<file path="src/rtl/pdm_pkg.sv">
// Shared definitions for the PDM playback controller: sample width, silence level
// and the controller state encoding.
package pdm_pkg;

  localparam int PDM_W = 12;
  localparam logic [PDM_W-1:0] PDM_MIDSCALE = 12'h800;

  typedef enum logic [1:0] {
    ST_IDLE  = 2'd0,
    ST_PRIME = 2'd1,
    ST_PLAY  = 2'd2
  } pdm_state_e;

endpackage

</file>
<file path="src/rtl/pdm_ctrl_if.sv">
// PCM sample stream into the PDM controller (valid/ready handshake).
interface pdm_ctrl_if;

  logic [pdm_pkg::PDM_W-1:0] in_data;
  logic                      in_valid;
  logic                      in_ready;

  modport master (output in_data, output in_valid, input in_ready);
  modport slave  (input in_data, input in_valid, output in_ready);

endinterface

</file>
<file path="src/rtl/pdm_ctrl_fifo.sv">
// Synchronous sample FIFO with flush; read data is the head word, valid while not empty.
module pdm_ctrl_fifo
  import pdm_pkg::*;
#(
  parameter int DEPTH = 8
) (
  input  logic                    clk,
  input  logic                    rst,
  input  logic                    push_i,
  input  logic                    pop_i,
  input  logic                    flush_i,
  input  logic [PDM_W-1:0]        wdata_i,
  output logic [PDM_W-1:0]        rdata_o,
  output logic [$clog2(DEPTH):0]  count_o,
  output logic                    full_o,
  output logic                    empty_o
);

  localparam int AW = $clog2(DEPTH);

  logic [PDM_W-1:0] mem_q [DEPTH];
  logic [AW-1:0]    wr_ptr_q, rd_ptr_q;
  logic [AW:0]      count_q;
  logic             do_push, do_pop;

  assign full_o  = (count_q == (AW+1)'(DEPTH));
  assign empty_o = (count_q == '0);
  assign count_o = count_q;
  assign rdata_o = mem_q[rd_ptr_q];

  assign do_push = push_i && !full_o;
  assign do_pop  = pop_i && !empty_o;

  // Pointers wrap naturally since DEPTH is a power of two.
  always_ff @(posedge clk) begin
    if (rst || flush_i) begin
      wr_ptr_q <= '0;
      rd_ptr_q <= '0;
      count_q  <= '0;
    end else begin
      if (do_push) wr_ptr_q <= wr_ptr_q + 1'b1;
      if (do_pop)  rd_ptr_q <= rd_ptr_q + 1'b1;
      case ({do_push, do_pop})
        2'b10:   count_q <= count_q + 1'b1;
        2'b01:   count_q <= count_q - 1'b1;
        default: count_q <= count_q;
      endcase
    end
  end

  always_ff @(posedge clk) begin
    if (do_push && !flush_i && !rst) mem_q[wr_ptr_q] <= wdata_i;
  end

endmodule

</file>
<file path="src/rtl/pdm_ctrl.sv">
// PDM playback controller: buffers PCM samples and releases one to the modulator
// duty register every (period+1) clocks once primed.
//
//   state    | meaning
//   ST_IDLE  | stopped, duty at midscale, FIFO may be pre-filled
//   ST_PRIME | enabled, waiting for at least two buffered samples
//   ST_PLAY  | divider running, one pop per terminal count
module pdm_ctrl
  import pdm_pkg::*;
#(
  parameter int DEPTH = 8,
  parameter int DIV_W = 16
) (
  input  logic                   clk,
  input  logic                   rst,
  input  logic                   en,
  input  logic [DIV_W-1:0]       period,
  pdm_ctrl_if.slave              in_if,
  output logic [PDM_W-1:0]       duty_cycle,
  output logic                   sample_strobe,
  output logic                   underrun,
  input  logic                   clr_underrun,
  output logic [$clog2(DEPTH):0] fifo_count
);

  localparam int CW = $clog2(DEPTH) + 1;

  pdm_state_e       state_q, state_d;
  logic [DIV_W-1:0] cnt_q, cnt_d;
  logic [PDM_W-1:0] duty_q, duty_d;
  logic             strobe_q, strobe_d;
  logic             underrun_q, underrun_d;

  logic             fifo_push, fifo_pop, fifo_flush;
  logic             fifo_full, fifo_empty;
  logic [PDM_W-1:0] fifo_rdata;
  logic             und_set;

  pdm_ctrl_fifo #(.DEPTH(DEPTH)) u_fifo (
    .clk     (clk),
    .rst     (rst),
    .push_i  (fifo_push),
    .pop_i   (fifo_pop),
    .flush_i (fifo_flush),
    .wdata_i (in_if.in_data),
    .rdata_o (fifo_rdata),
    .count_o (fifo_count),
    .full_o  (fifo_full),
    .empty_o (fifo_empty)
  );

  // Ready depends only on the registered occupancy, never on this cycle's pop.
  assign in_if.in_ready = !fifo_full;
  assign fifo_push      = in_if.in_valid && !fifo_full && !fifo_flush;

  always_comb begin
    state_d    = state_q;
    cnt_d      = cnt_q;
    duty_d     = duty_q;
    strobe_d   = 1'b0;
    und_set    = 1'b0;
    fifo_pop   = 1'b0;
    fifo_flush = 1'b0;
    case (state_q)
      ST_IDLE: begin
        cnt_d  = '0;
        duty_d = PDM_MIDSCALE;
        if (en) state_d = ST_PRIME;
      end
      ST_PRIME: begin
        if (!en) begin
          state_d    = ST_IDLE;
          fifo_flush = 1'b1;
          duty_d     = PDM_MIDSCALE;
          cnt_d      = '0;
        end else if (fifo_count >= CW'(2)) begin
          state_d = ST_PLAY;
          cnt_d   = period;
        end
      end
      ST_PLAY: begin
        if (!en) begin
          state_d    = ST_IDLE;
          fifo_flush = 1'b1;
          duty_d     = PDM_MIDSCALE;
          cnt_d      = '0;
        end else if (cnt_q == '0) begin
          cnt_d = period;
          if (fifo_empty) begin
            und_set = 1'b1;
          end else begin
            fifo_pop = 1'b1;
            duty_d   = fifo_rdata;
            strobe_d = 1'b1;
          end
        end else begin
          cnt_d = cnt_q - DIV_W'(1);
        end
      end
      default: begin
        state_d = ST_IDLE;
        cnt_d   = '0;
        duty_d  = PDM_MIDSCALE;
      end
    endcase
  end

  // Clear wins over a same-cycle underrun set.
  assign underrun_d = clr_underrun ? 1'b0 : (und_set ? 1'b1 : underrun_q);

  always_ff @(posedge clk) begin
    if (rst) begin
      state_q    <= ST_IDLE;
      cnt_q      <= '0;
      duty_q     <= PDM_MIDSCALE;
      strobe_q   <= 1'b0;
      underrun_q <= 1'b0;
    end else begin
      state_q    <= state_d;
      cnt_q      <= cnt_d;
      duty_q     <= duty_d;
      strobe_q   <= strobe_d;
      underrun_q <= underrun_d;
    end
  end

  assign duty_cycle    = duty_q;
  assign sample_strobe = strobe_q;
  assign underrun      = underrun_q;

endmodule

</file>
<file path="src/flat_wrapper.sv">
// flat-port wrapper written by rule: the top's interface ports become plain ports
module pdm_ctrl_flat import pdm_pkg::*;
#(
  parameter int DEPTH = 8,
  parameter int DIV_W = 16
)
  (clk, rst, en, period, duty_cycle, sample_strobe, underrun, clr_underrun, fifo_count, in_if_in_data, in_if_in_valid, in_if_in_ready);
  pdm_ctrl_if in_if_i ();
  input  logic clk;
  input  logic rst;
  input  logic en;
  input  logic [DIV_W-1:0] period;
  output logic [PDM_W-1:0] duty_cycle;
  output logic sample_strobe;
  output logic underrun;
  input  logic clr_underrun;
  output logic [$clog2(DEPTH):0] fifo_count;
  input wire logic [$bits(in_if_i.in_data)-1:0] in_if_in_data;
  input wire logic [$bits(in_if_i.in_valid)-1:0] in_if_in_valid;
  output wire logic [$bits(in_if_i.in_ready)-1:0] in_if_in_ready;
  assign in_if_i.in_data = in_if_in_data;
  assign in_if_i.in_valid = in_if_in_valid;
  assign in_if_in_ready = in_if_i.in_ready;
  pdm_ctrl #(.DEPTH(DEPTH), .DIV_W(DIV_W)) u_core (.clk(clk), .rst(rst), .en(en), .period(period), .in_if(in_if_i), .duty_cycle(duty_cycle), .sample_strobe(sample_strobe), .underrun(underrun), .clr_underrun(clr_underrun), .fifo_count(fifo_count));
endmodule
</file>
<file path="config.mk">
export PLATFORM = sky130hd
export DESIGN_NAME = pdm_ctrl_flat
export DESIGN_NICKNAME = d
export VERILOG_FILES = /design/src/rtl/pdm_pkg.sv /design/src/rtl/pdm_ctrl_if.sv /design/src/rtl/pdm_ctrl_fifo.sv /design/src/rtl/pdm_ctrl.sv /design/src/flat_wrapper.sv
export SDC_FILE = /design/constraint.sdc
export NUM_CORES = 1
export LEC_CHECK = 0
export BUFFER_PORTS_ARGS = -buffer_cell sky130_fd_sc_hd__buf_2
export CORE_MARGIN = 5
export CORE_UTILIZATION = 30
export CTS_BUF_LIST = sky130_fd_sc_hd__clkbuf_4
export CTS_CLUSTER_DIAMETER = 150
export CTS_CLUSTER_SIZE = 14
export DETAILED_ROUTE_END_ITERATION = 7
export PLACE_DENSITY = 0.44
export SLEW_MARGIN = 20
export SYNTH_ARGS = -nofsm -noshare
export SYNTH_HDL_FRONTEND = slang
export SYNTH_SLANG_ARGS = --single-unit
</file>
<file path="constraint.sdc">
create_clock -name clk -period 3.71 [get_ports clk]
set_input_delay 0.1855 -clock clk [delete_from_list [all_inputs] [get_ports clk]]
set_output_delay 0.1855 -clock clk [all_outputs]
set_load 0.01 [all_outputs]
</file>
==> summary.txt <==
Timing
  • Final setup vio count: 0
  • Achievable Freq: 343 MHz
  • Rel. slew slack: between 20% and 30%
  • Max-slew violations: 0
  • Slew of the pin with the lowest slew margin: 1.07 ns
  • Worst Clk Skew: 0.0204 ns
  • Tcrit/Tclk final: between 70 and 80%
  • RSZ-0062 raised after global routing: false
  • Final-report hold violation count: 0
  • Post-layout min period: between 2 and 3 ns
  • Setup TNS: 0 ns

Detailed routing
  • DRT Pass-1 Iters: 6
  • Final wirelength: 13.9 mm
  • Via count: 3,764
  • Routed Antenna Nets: 0
  • WL/cell: approximately 18 um
  • Initial drt markers: ~180
  • Vias per inst: 4.81
  • # DRC: 0

Clocking
  • Clock Sinks: 141
  • Longest Clk Path Bufs: 2
  • Clock latency on the worst-skew pair: 0.53 ns
  • CTS tree: yes
  • H-tree depth: 4
  • TritonCTS Buffers: 17
  • Clock Root Buffer: clkbuf_4
  • Cts repair resizes: 0
  • Clk slew on worst S/H paths: 0.12 ns

Synthesis
  • Ys async rst share: 0%
  • Synth Flop Type: edfxtp_1
  • Synth Cell Area: 6040 um^2
  • Yosys top cell by area: edfxtp_1
  • Synth Area per Inst: 14.5 um^2
  • Syn Inst Count: roughly 420
  • Most common cell in the netlist: edfxtp_1
  • Yosys top cell area share: between 40% and 50%
  • Post-synthesis sequential area ratio: between 60% and 70%
  • Yosys warning count: 0
  • Synth Register Bits: 141
  • Yosys cell types: 55
  • EDFF count, synth: 96
  • Synth area leaders: edfxtp_1 (48%), dfxtp_1 (15%), mux4_2 (9.0%)
  • Synth top cells by count: edfxtp_1 (96), dfxtp_1 (45), nor2_1 (30)
  • Synth Net Count: roughly 460

Worst setup path
  • CP top delay family: adder cells
  • Worst R2R Path Depth: 12
  • Crit-path cells: inv_1, ha_1, nor2b_1, nor3b_1, inv_1, ha_1, xor2_1, ha_1, a21oi_1, xor2_1, or3_1, a21oi_1
  • Critical Path Fanout Max: 8
  • R2R Setup Slk: 0.79 ns
  • Setup Crit Path Kind: register to register
  • Worst path bufs/invs: 2
  • Largest stage delay on the critical path: a little over 0.4 ns
  • Crit path depth: 12
  • Startpoint types: register
  • Worst r2r src: u_core.state_q[0]
  • Most used cell, CP: ha_1
  • Worst Path Required: approximately 4.2 ns
  • Worst path slowest cell: ha_1
  • FF-to-FF End: u_core.u_fifo.count_o[2]
  • WP data arrival: ~3.4 ns
  • Endpoint class of the critical path: register

Global route
  • Gr ovfl total: 0
  • Largest net degree at the start of global routing: 25
  • Grt peak-use layer: met2
  • Total global-route track usage: 12.3%
  • Initial antenna violation count: 1
  • First-pass GRT wire length: between 20 and 25 mm
  • Met3 Usage GRT: 3.29%
  • Met2 Usage GRT: a little under 20%
  • Vias in the first global route: 3,919
  • Global routing usage on met1: 16.4%

Place
  • PortBufs: 51
  • DP HPWL: 8.85 mm
  • GPL Wtd Cong: roughly 0.77

Outcome
  • Outcome: finished clean

Pwr
  • Maximum VDD drop: roughly 0.20 mV
  • Power Total: 2.93 mW
  • P_leak: 2.47 nW
  • Power Dens Cells: 408 nW/um^2

Final layout
  • Area grow syn2layout: 18.7%
  • Fraction of layout cells with a size suffix above 1: 27.9%
  • Fill count: between 1,500 and 2,000
  • Layout Nets: 546

Min path
  • HP Start: in_if_in_valid
  • Hold path depth: 4
  • Worst min path class: input pin to register
  • Min-Delay Endpoint: u_core.u_fifo.wr_ptr_q[0]

Die
  • # IOs: 52
  • CORE AREA: 19,700 um^2
  • Die Area: between 20,000 and 25,000 um^2
  • Die W: approximately 150 um
  • Chip height: 152 um
  • FP Rows: 51
  • Initial core utilization: 30.7%

Job
  • Max cap viols: 0
==> layout make-up <==
| class | count | area, um^2 | area share [%] |
|---|---|---|---|
| multi-input combinational | 243 | 2120 | 29.6 |
| inverter | 10 | 37.5 | 0.524 |
| clock inverter | 14 | 133 | 1.85 |
| timing repair buffer | 90 | 618 | 8.63 |
| antenna | 1 | 2.50 | 0.0349 |
| clock buffer | 18 | 135 | 1.89 |
| tap | 265 | 332 | 4.63 |
| sequential | 141 | 3780 | 52.8 |
==> what timing repair did <==
| action | CTS | global route |
|---|---|---|
| hold buffers | 28 | 0 |
| endpoints found under the hold margin | 112 | 0 |
| setup buffers | 0 | 0 |
==> routing by layer <==
metal	vias up	part of all wire, %
met1	1871	48
li1	1816	-
met4	0	0.98
met3	12	3.4
met5	-	0
met2	65	48
==> registers in the layout, summed over array words and instances, names as in the netlist, named ones only <==
register / cells
u_core.u_fifo.wr_ptr_q: 3
u_core.cnt_q: 16
u_core.underrun: 1
u_core.state_q: 2
u_core.u_fifo.count_o: 4
u_core.duty_cycle: 12
u_core.sample_strobe: 1
u_core.u_fifo.rd_ptr_q: 3
u_core.u_fifo.mem_q: 96
==> power breakdown <==
group | switching (mW) | internal (mW)
logic | 0.141 | 0.106
registers | 0.0218 | 1.71
clock network | 0.599 | 0.352
total | 0.762 | 2.16
==> how the worst max path moves through the flow <==
stage                           start                   endpoint  slack, ns
floorplan           u_core.state_q[0]  u_core.u_fifo.mem_q[0][0]       0.88
global placement      u_core.cnt_q[0]   u_core.u_fifo.count_o[2]       0.88
detailed placement  u_core.state_q[0]   u_core.u_fifo.count_o[2]       0.84
CTS                 u_core.state_q[0]   u_core.u_fifo.count_o[2]       0.79
global route        u_core.state_q[0]   u_core.u_fifo.count_o[2]       0.45
finish              u_core.state_q[0]   u_core.u_fifo.count_o[2]       0.79
==> logic make-up after synthesis <==
group	synth area share, %
AO/OA/AOI/OAI	9.45
XOR/XNOR	1.02
adder cells (fa/ha/maj)	2.07
buffers and inverters	2.36
flip-flops	62.7
multiplexers	12.0
AND/OR/NAND/NOR	10.4
==> cell usage in the layout, fill, tap and decap left out, types with 3 or more instances in the layout <==
cell           synthesis  layout
a221o_1                5       5
nor2_1                30      30
o211ai_1               3       3
o21ai_0               15      15
xor2_1                 7       7
buf_4                  0      11
clkinv_4               0       4
nor3_1                15      13
mux4_2                24      24
edfxtp_1              96      96
clkbuf_4               0      18
a32oi_1                3       3
nor4_1                 7       7
or3_1                  7       7
ha_1                  10      10
nand2b_1               5       5
buf_2                  0      51
dlygate4sd3_1          0      28
nand2_1               15      15
inv_6                  0       6
dfxtp_1               45      45
mux2i_1               16      16
o2bb2ai_2             10      10
a21oi_1               16      15
nor3b_1                3       3
nand3_1                7       7
inv_1                 10      10
o22ai_1                6       6
==> metrics by stage <==
stage	area (um^2)	utilization, %	hold WS (ns)	setup slack [ns]	std cells
2_1_floorplan	6040	-	0.262	0.875	416
3_3_place_gp	6620	33.7	0.349	0.877	721
3_5_place_dp	6620	33.7	0.349	0.843	721
4_1_cts	7160	36.4	0.00186	0.792	781
5_1_grt	7170	36.5	0.0446	0.449	782
6_report	7170	36.5	0.0760	0.794	782
==> worst min-delay path, delay by kind of cell <==
kind	cells	cell delay, ns
buffers and inverters	1	0.12
AND/OR/NAND/NOR	2	0.18
XOR/XNOR	1	0.08
Note: power is estimated with default switching activity, not from simulation.
